--- src/rtl/uart_pkg.sv ---
// Shared types and status-word layout for the UART transmit peripheral.
package uart_pkg;

    typedef enum logic [1:0] {
        IDLE  = 2'd0,
        START = 2'd1,
        DATA  = 2'd2,
        STOP  = 2'd3
    } tx_state_t;

    localparam int STAT_BUSY    = 0;
    localparam int STAT_FULL    = 1;
    localparam int STAT_EMPTY   = 2;
    localparam int STAT_OVF     = 3;
    localparam int STAT_CNT_LSB = 4;

    // Status exposes only a 4-bit count; deeper FIFOs read back as 15.
    function automatic logic [3:0] sat_count(input logic [31:0] c);
        return (c > 32'd15) ? 4'hF : c[3:0];
    endfunction

endpackage

--- src/rtl/sync_fifo.sv ---
// Single-clock FIFO, dout shows the head combinationally (zero-latency read).
// Push while full is accepted only when a pop frees the slot in the same cycle.
module sync_fifo #(
    parameter int WIDTH = 8,
    parameter int DEPTH = 8
) (
    input  logic                       clk,
    input  logic                       reset,
    input  logic                       push,
    input  logic                       pop,
    input  logic [WIDTH-1:0]           din,
    output logic [WIDTH-1:0]           dout,
    output logic                       full,
    output logic                       empty,
    output logic [$clog2(DEPTH):0]     count
);

    localparam int AW = $clog2(DEPTH);

    logic [WIDTH-1:0] mem [DEPTH];
    logic [AW-1:0]    wr_ptr;
    logic [AW-1:0]    rd_ptr;
    logic             do_push;
    logic             do_pop;

    assign full    = (count == (AW+1)'(DEPTH));
    assign empty   = (count == '0);
    assign do_pop  = pop && !empty;
    assign do_push = push && (!full || do_pop);
    assign dout    = mem[rd_ptr];

    always_ff @(posedge clk) begin
        if (do_push) begin
            mem[wr_ptr] <= din;
        end
    end

    always_ff @(posedge clk) begin
        if (!reset) begin
            wr_ptr <= '0;
            rd_ptr <= '0;
            count  <= '0;
        end else begin
            if (do_push) begin
                wr_ptr <= wr_ptr + 1'b1;
            end
            if (do_pop) begin
                rd_ptr <= rd_ptr + 1'b1;
            end
            case ({do_push, do_pop})
                2'b10:   count <= count + 1'b1;
                2'b01:   count <= count - 1'b1;
                default: count <= count;
            endcase
        end
    end

endmodule

--- src/rtl/uart_tx_periph.sv ---
// Memory-mapped UART transmitter: CPU stores queue bytes, FSM serialises 8N1 LSB first.
// First start bit appears two edges after the store; frames run back-to-back while queued.
module uart_tx_periph
    import uart_pkg::*;
#(
    parameter int          CLKS_PER_BIT = 10416,
    parameter int          FIFO_DEPTH   = 8,
    parameter logic [31:0] TX_ADDR      = 32'd12,
    parameter logic [31:0] STAT_ADDR    = 32'd16
) (
    input  logic        clk,
    input  logic        reset,
    input  logic [31:0] write_direction,
    input  logic [31:0] data_out1,
    input  logic [1:0]  MemWrite,
    output logic [31:0] data_in,
    output logic        tx,
    output logic        tx_busy
);

    localparam int CW = $clog2(FIFO_DEPTH) + 1;
    localparam int BW = (CLKS_PER_BIT > 1) ? $clog2(CLKS_PER_BIT) : 1;

    tx_state_t      state;
    tx_state_t      state_nxt;
    logic [BW-1:0]  baud_cnt;
    logic [BW-1:0]  baud_nxt;
    logic [2:0]     bit_idx;
    logic [2:0]     idx_nxt;
    logic [7:0]     shreg;
    logic           tx_nxt;
    logic           baud_done;
    logic           overflow;

    logic           wr_tx;
    logic           wr_stat;
    logic           ovf_event;
    logic           fifo_push;
    logic           fifo_pop;
    logic [7:0]     fifo_dout;
    logic           fifo_full;
    logic           fifo_empty;
    logic [CW-1:0]  fifo_count;
    logic           unused_hi;

    assign unused_hi = ^data_out1[31:8];

    assign wr_tx     = (MemWrite != 2'b00) && (write_direction == TX_ADDR);
    assign wr_stat   = (MemWrite != 2'b00) && (write_direction == STAT_ADDR);
    assign fifo_push = wr_tx;
    assign ovf_event = wr_tx && fifo_full && !fifo_pop;
    assign baud_done = (baud_cnt == BW'(CLKS_PER_BIT - 1));
    assign tx_busy   = (state != IDLE) || !fifo_empty;

    sync_fifo #(
        .WIDTH (8),
        .DEPTH (FIFO_DEPTH)
    ) u_fifo (
        .clk   (clk),
        .reset (reset),
        .push  (fifo_push),
        .pop   (fifo_pop),
        .din   (data_out1[7:0]),
        .dout  (fifo_dout),
        .full  (fifo_full),
        .empty (fifo_empty),
        .count (fifo_count)
    );

    always_comb begin
        state_nxt = state;
        baud_nxt  = BW'(baud_cnt + 1'b1);
        idx_nxt   = bit_idx;
        fifo_pop  = 1'b0;
        tx_nxt    = 1'b1;
        case (state)
            IDLE: begin
                baud_nxt = '0;
                if (!fifo_empty) begin
                    fifo_pop  = 1'b1;
                    state_nxt = START;
                end
            end
            START: begin
                tx_nxt = 1'b0;
                if (baud_done) begin
                    baud_nxt  = '0;
                    state_nxt = DATA;
                end
            end
            DATA: begin
                tx_nxt = shreg[bit_idx];
                if (baud_done) begin
                    baud_nxt = '0;
                    idx_nxt  = bit_idx + 3'd1;
                    if (bit_idx == 3'd7) begin
                        state_nxt = STOP;
                    end
                end
            end
            STOP: begin
                tx_nxt = 1'b1;
                if (baud_done) begin
                    baud_nxt = '0;
                    // Chain straight into the next start bit so queued frames abut.
                    if (!fifo_empty) begin
                        fifo_pop  = 1'b1;
                        state_nxt = START;
                    end else begin
                        state_nxt = IDLE;
                    end
                end
            end
            default: begin
                state_nxt = IDLE;
                baud_nxt  = '0;
            end
        endcase
    end

    always_ff @(posedge clk) begin
        if (!reset) begin
            state    <= IDLE;
            baud_cnt <= '0;
            bit_idx  <= '0;
            shreg    <= '0;
            tx       <= 1'b1;
            overflow <= 1'b0;
        end else begin
            state    <= state_nxt;
            baud_cnt <= baud_nxt;
            bit_idx  <= idx_nxt;
            tx       <= tx_nxt;
            if (fifo_pop) begin
                shreg <= fifo_dout;
            end
            if (ovf_event) begin
                overflow <= 1'b1;
            end else if (wr_stat) begin
                overflow <= 1'b0;
            end
        end
    end

    always_comb begin
        data_in = '0;
        if (write_direction == STAT_ADDR) begin
            data_in[STAT_BUSY]             = tx_busy;
            data_in[STAT_FULL]             = fifo_full;
            data_in[STAT_EMPTY]            = fifo_empty;
            data_in[STAT_OVF]              = overflow;
            data_in[STAT_CNT_LSB +: 4]     = sat_count(32'(fifo_count));
        end
    end

endmodule

--- config.mk ---
export PLATFORM = sky130hd
export DESIGN_NAME = uart_tx_periph
export DESIGN_NICKNAME = d
export VERILOG_FILES = /design/src/rtl/uart_pkg.sv /design/src/rtl/sync_fifo.sv /design/src/rtl/uart_tx_periph.sv
export SDC_FILE = /design/constraint.sdc
export NUM_CORES = 1
export LEC_CHECK = 0
export CAP_MARGIN = 5
export CORE_ASPECT_RATIO = 0.5
export CORE_MARGIN = 3
export CORE_UTILIZATION = 53
export CTS_CLUSTER_SIZE = 16
export DETAILED_ROUTE_END_ITERATION = 16
export PLACE_DENSITY_LB_ADDON = 0.12
export REMOVE_ABC_BUFFERS = 1
export SYNTH_ARGS = -nofsm -noshare
export SYNTH_HDL_FRONTEND = slang
export SYNTH_HIERARCHICAL = 1
export SYNTH_SLANG_ARGS = --single-unit
--- constraint.sdc ---
create_clock -name clk -period 7.7 [get_ports clk]
set_clock_uncertainty 0.1 [all_clocks]
set_input_delay 2.31 -clock clk [delete_from_list [all_inputs] [get_ports clk]]
set_output_delay 2.31 -clock clk [all_outputs]
set_load 0.02 [all_outputs]
==> impl_summary.log <==
[metrics] status: complete, no violations
[metrics] area of the core: 8889 um^2
[metrics] number of nets with antenna violations after routing: 0
[metrics] num ports: 102
[metrics] Finished Core Util: 65.15%
[metrics] Starting DRT DRC Count: 159
[metrics] Data required, critical path: 5.29 ns
[metrics] post-synthesis share of cell area spent on xor and xnor gates: 3.005%
[metrics] Critical path buffers and inverters: 2
[metrics] fraction of the yosys area taken by sequential cells: 55.76%
[metrics] highest achievable clock rate: 142.4 MHz
[metrics] wire length of the first global-routing pass: 13,970 um
[metrics] dominant synthesized flop cell: sky130_fd_sc_hd__edfxtp_1
[metrics] number of synthesized flops with an enable pin: 64
[metrics] maximum fanout along the worst path: 8
[metrics] leakage power figure: 2.039 nW
[metrics] gate family responsible for the most delay along the worst path: simple AND/OR/NAND/NOR gates
[metrics] final wirelength: 9214 um
[metrics] antenna violations before repair: 0
[metrics] Setup CP Type: input port to primary output
[metrics] Pins Over Slew Limit: 0
[metrics] chain of cells forming the critical path: clkdlybuf4s50_1, nor4_1, nand4_1, nor3_1, and2_1, clkdlybuf4s50_1
[metrics] Yosys warnings: 6
[metrics] library cell used as clock root buffer: sky130_fd_sc_hd__clkbuf_16
[metrics] Simple-Gate Fraction of Synth Area: 13.38%
[metrics] largest net degree at the start of global routing: 26
[metrics] power per cell area: 226.4 nW/um^2
[metrics] Avg Cell Area, Syn: 13.14 um^2
[metrics] most area-consuming cells after synthesis: sky130_fd_sc_hd__edfxtp_1, sky130_fd_sc_hd__dfxtp_1, sky130_fd_sc_hd__mux4_1, sky130_fd_sc_hd__buf_4, sky130_fd_sc_hd__mux4_2
[metrics] Final Hold Vio Count: 0
[metrics] gpl congestion: 0.8037
[metrics] Worst slew margin: 33.69%
[metrics] final worst-path cycle share: 91.20%
[metrics] share of cell area taken by muxes after synthesis: 13.41%
[metrics] initial cell density of the core: 55.74%
[metrics] number of H-tree levels: 3
[metrics] number of clock buffers inserted by TritonCTS: 9
[metrics] Post-Synth Adder-Cell Area: 3.434%
[metrics] max-cap check violation count: 0
[metrics] Worst setup SP type: input port
[metrics] clock net sink count: 106
[metrics] final cell count without fillers: 551
[metrics] placement row count: 24
[metrics] CTS clk-pin slew, worst paths: 0.06 ns
[metrics] pin slew with the least headroom to its limit: 0.9932 ns
[metrics] setup slack of the critical path after layout: 0.6775 ns
[metrics] number of detailed-routing iterations run before antenna repair: 5
[metrics] crit path capture type: primary output
[metrics] vias: 3,004
[metrics] library cell contributing the largest single delay on the critical path: sky130_fd_sc_hd__clkdlybuf4s50_1
[metrics] Setup Viol. Count Final: 0
[metrics] leading cell types in the layout, fill and taps excluded: sky130_fd_sc_hd__edfxtp_1, sky130_fd_sc_hd__clkdlybuf4s50_1, sky130_fd_sc_hd__dfxtp_1
[metrics] Mapped Area: 4955 um^2
[metrics] count of buffers from port buffering: 53
[metrics] number of DRC violations after detailed routing: 0
[metrics] cell type with the highest occurrence count on the critical path: sky130_fd_sc_hd__clkdlybuf4s50_1
[metrics] number of antenna repair diodes: 0
[metrics] post-layout net count: 510
[metrics] synthesized instance count: 377
[metrics] combined global-route utilization of all metal layers: 17.33%
[metrics] post-layout min period: 7.022 ns
[metrics] commonest non-fill, non-tap cell in the layout: sky130_fd_sc_hd__edfxtp_1
[metrics] combinational family with the most area after synthesis: multiplexers
[metrics] Die Span Y: 74.37 um
[metrics] buffers from clock root to sink, at most: 2
[metrics] flip-flop and latch count after synthesis: 106
[metrics] post-synthesis cell type with the largest combined area: sky130_fd_sc_hd__edfxtp_1
[metrics] die footprint: 10,620 um^2
[metrics] count of unique library cells instantiated by Yosys: 55
[metrics] die extent in x: 142.7 um
[metrics] # hold bufs at CTS: 0
[metrics] Crit path arrival time: 4.61 ns
[metrics] layout cells sized above 1: 10.60%
[metrics] mean number of vias per cell: 5.452
[metrics] Place WS: 0.5976 ns
[metrics] setup repair after global routing missed its margin: no
[metrics] number of global-route vias before repair: 2,854
[metrics] area growth from synthesis to layout: 16.87%
[metrics] maximum VDD drop: 137.2 uV
[metrics] DP Cell Count: 535
[metrics] post-CTS setup buffer count: 0
[metrics] average detailed-routed wire length per instance: 16.72 um
[metrics] clock tree from TritonCTS: done
[metrics] highest cell delay on the worst timing path: 0.61 ns
[metrics] synthesized-area fraction occupied by ao, oa, aoi and oai cells: 4.874%
[metrics] worst hold-check path type: flip-flop to flip-flop
[metrics] accumulated negative setup slack: 0 ns
[metrics] GR Overflow Total: 0
[metrics] clock latency of the later-clocked register in the worst-skew pair: 0.34 ns
[metrics] area fraction of the dominant cell type after synthesis: 38.79%
[metrics] share of flip-flops with an asynchronous set or reset after synthesis: 0%
[metrics] post-detail-place hpwl: 6526 um
[metrics] CTS resizes: 0
[cell type report]
class | instances | area (um^2)
fillers | 653 | 3098
clock buffers | 10 | 229.0
multi-input cells | 247 | 1978
repair buffers | 56 | 553.0
inverters | 9 | 33.78
clock inverters | 6 | 87.58
flip-flops and latches | 106 | 2763
well taps | 117 | 146.4
[state kept, by name (all words and copies together), names as in the netlist, named ones only]
| register | cells |
|---|---|
| u_fifo/rd_ptr | 3 |
| baud_cnt | 14 |
| state | 2 |
| u_fifo/mem | 64 |
| bit_idx | 3 |
| shreg | 8 |
| overflow | 1 |
| tx | 1 |
| u_fifo/count | 4 |
| u_fifo/wr_ptr | 3 |
[cells by family after synthesis]
group,count (synthesis)
AO/OA/AOI/OAI,30
XOR/XNOR,17
adder cells (fa/ha/maj),13
buffers and inverters,47
flip-flops,106
multiplexers,39
other,1
AND/OR/NAND/NOR,124
[power breakdown]
| group | internal [mW] | total, mW | switching, mW |
|---|---|---|---|
| registers | 0.615 | 0.632 | 0.0170 |
| logic | 0.0901 | 0.198 | 0.108 |
| clock network | 0.286 | 0.481 | 0.195 |
[worst reg2reg max path, stage by stage (launching register included)]
cell and delay [ns]:
sky130_fd_sc_hd__dfxtp_1 0.35, sky130_fd_sc_hd__or4b_4 0.55, sky130_fd_sc_hd__nor4_4 0.45, sky130_fd_sc_hd__a31oi_1 0.14
sky130_fd_sc_hd__buf_4 0.21, sky130_fd_sc_hd__inv_1 0.24, sky130_fd_sc_hd__nand2b_1 0.30, sky130_fd_sc_hd__o21ai_2 0.12
sky130_fd_sc_hd__or2_2 0.35, sky130_fd_sc_hd__nor2_1 0.68
[final timing paths]
kind | from | to | slack [ns] | depth (start not counted)
setup / recovery | write_direction[16] | data_in[3] | 0.68 | 6
hold / removal | baud_cnt[0] | baud_cnt[0] | 0.37 | 1
setup reg to reg | baud_cnt[6] | u_fifo/mem[4][5] | 3.83 | 9
hold reg to reg | baud_cnt[0] | baud_cnt[0] | 0.37 | 1
[through the flow]
step | hold WS (ns) | power, mW | instance area (um^2)
finish | 0.3674 | 1.311 | 5791
global route | 0.3913 | 1.369 | 5791
CTS | 0.3767 | 1.321 | 5791
detailed placement | 0.3602 | 0.8421 | 5474
global placement | 0.3388 | 0.8299 | 5474
floorplan | 0.3262 | 0.7686 | 4775
[cell usage after synthesis, types with 4 or more instances]
library cell               number
sky130_fd_sc_hd__edfxtp_1      64
sky130_fd_sc_hd__dfxtp_1       42
sky130_fd_sc_hd__nor2_1        35
sky130_fd_sc_hd__buf_4         24
sky130_fd_sc_hd__nand2_1       17
sky130_fd_sc_hd__and2_1        13
sky130_fd_sc_hd__ha_1          12
sky130_fd_sc_hd__mux2i_1       12
sky130_fd_sc_hd__nand4_1       11
sky130_fd_sc_hd__mux4_1        10
sky130_fd_sc_hd__mux2_2         9
sky130_fd_sc_hd__nor2b_1        9
sky130_fd_sc_hd__xnor2_1        9
sky130_fd_sc_hd__buf_2          8
sky130_fd_sc_hd__inv_1          8
sky130_fd_sc_hd__mux4_2         8
sky130_fd_sc_hd__xor2_1         8
sky130_fd_sc_hd__nand3_1        7
sky130_fd_sc_hd__nor4_1         7
sky130_fd_sc_hd__nor3_1         6
sky130_fd_sc_hd__a21oi_1        5
sky130_fd_sc_hd__nand2b_1       5
sky130_fd_sc_hd__o21ai_0        4
sky130_fd_sc_hd__or3_1          4
[routing by layer]
layer	wire (um)	vias to the layer above	global-route usage, %
met3	563	12	4.624
met1	4131	1441	20.88
met4	93	0	5.690
met2	4427	96	30.98
met5	0	-	0
li1	-	1455	-
Power figures use the tool's default switching activity.
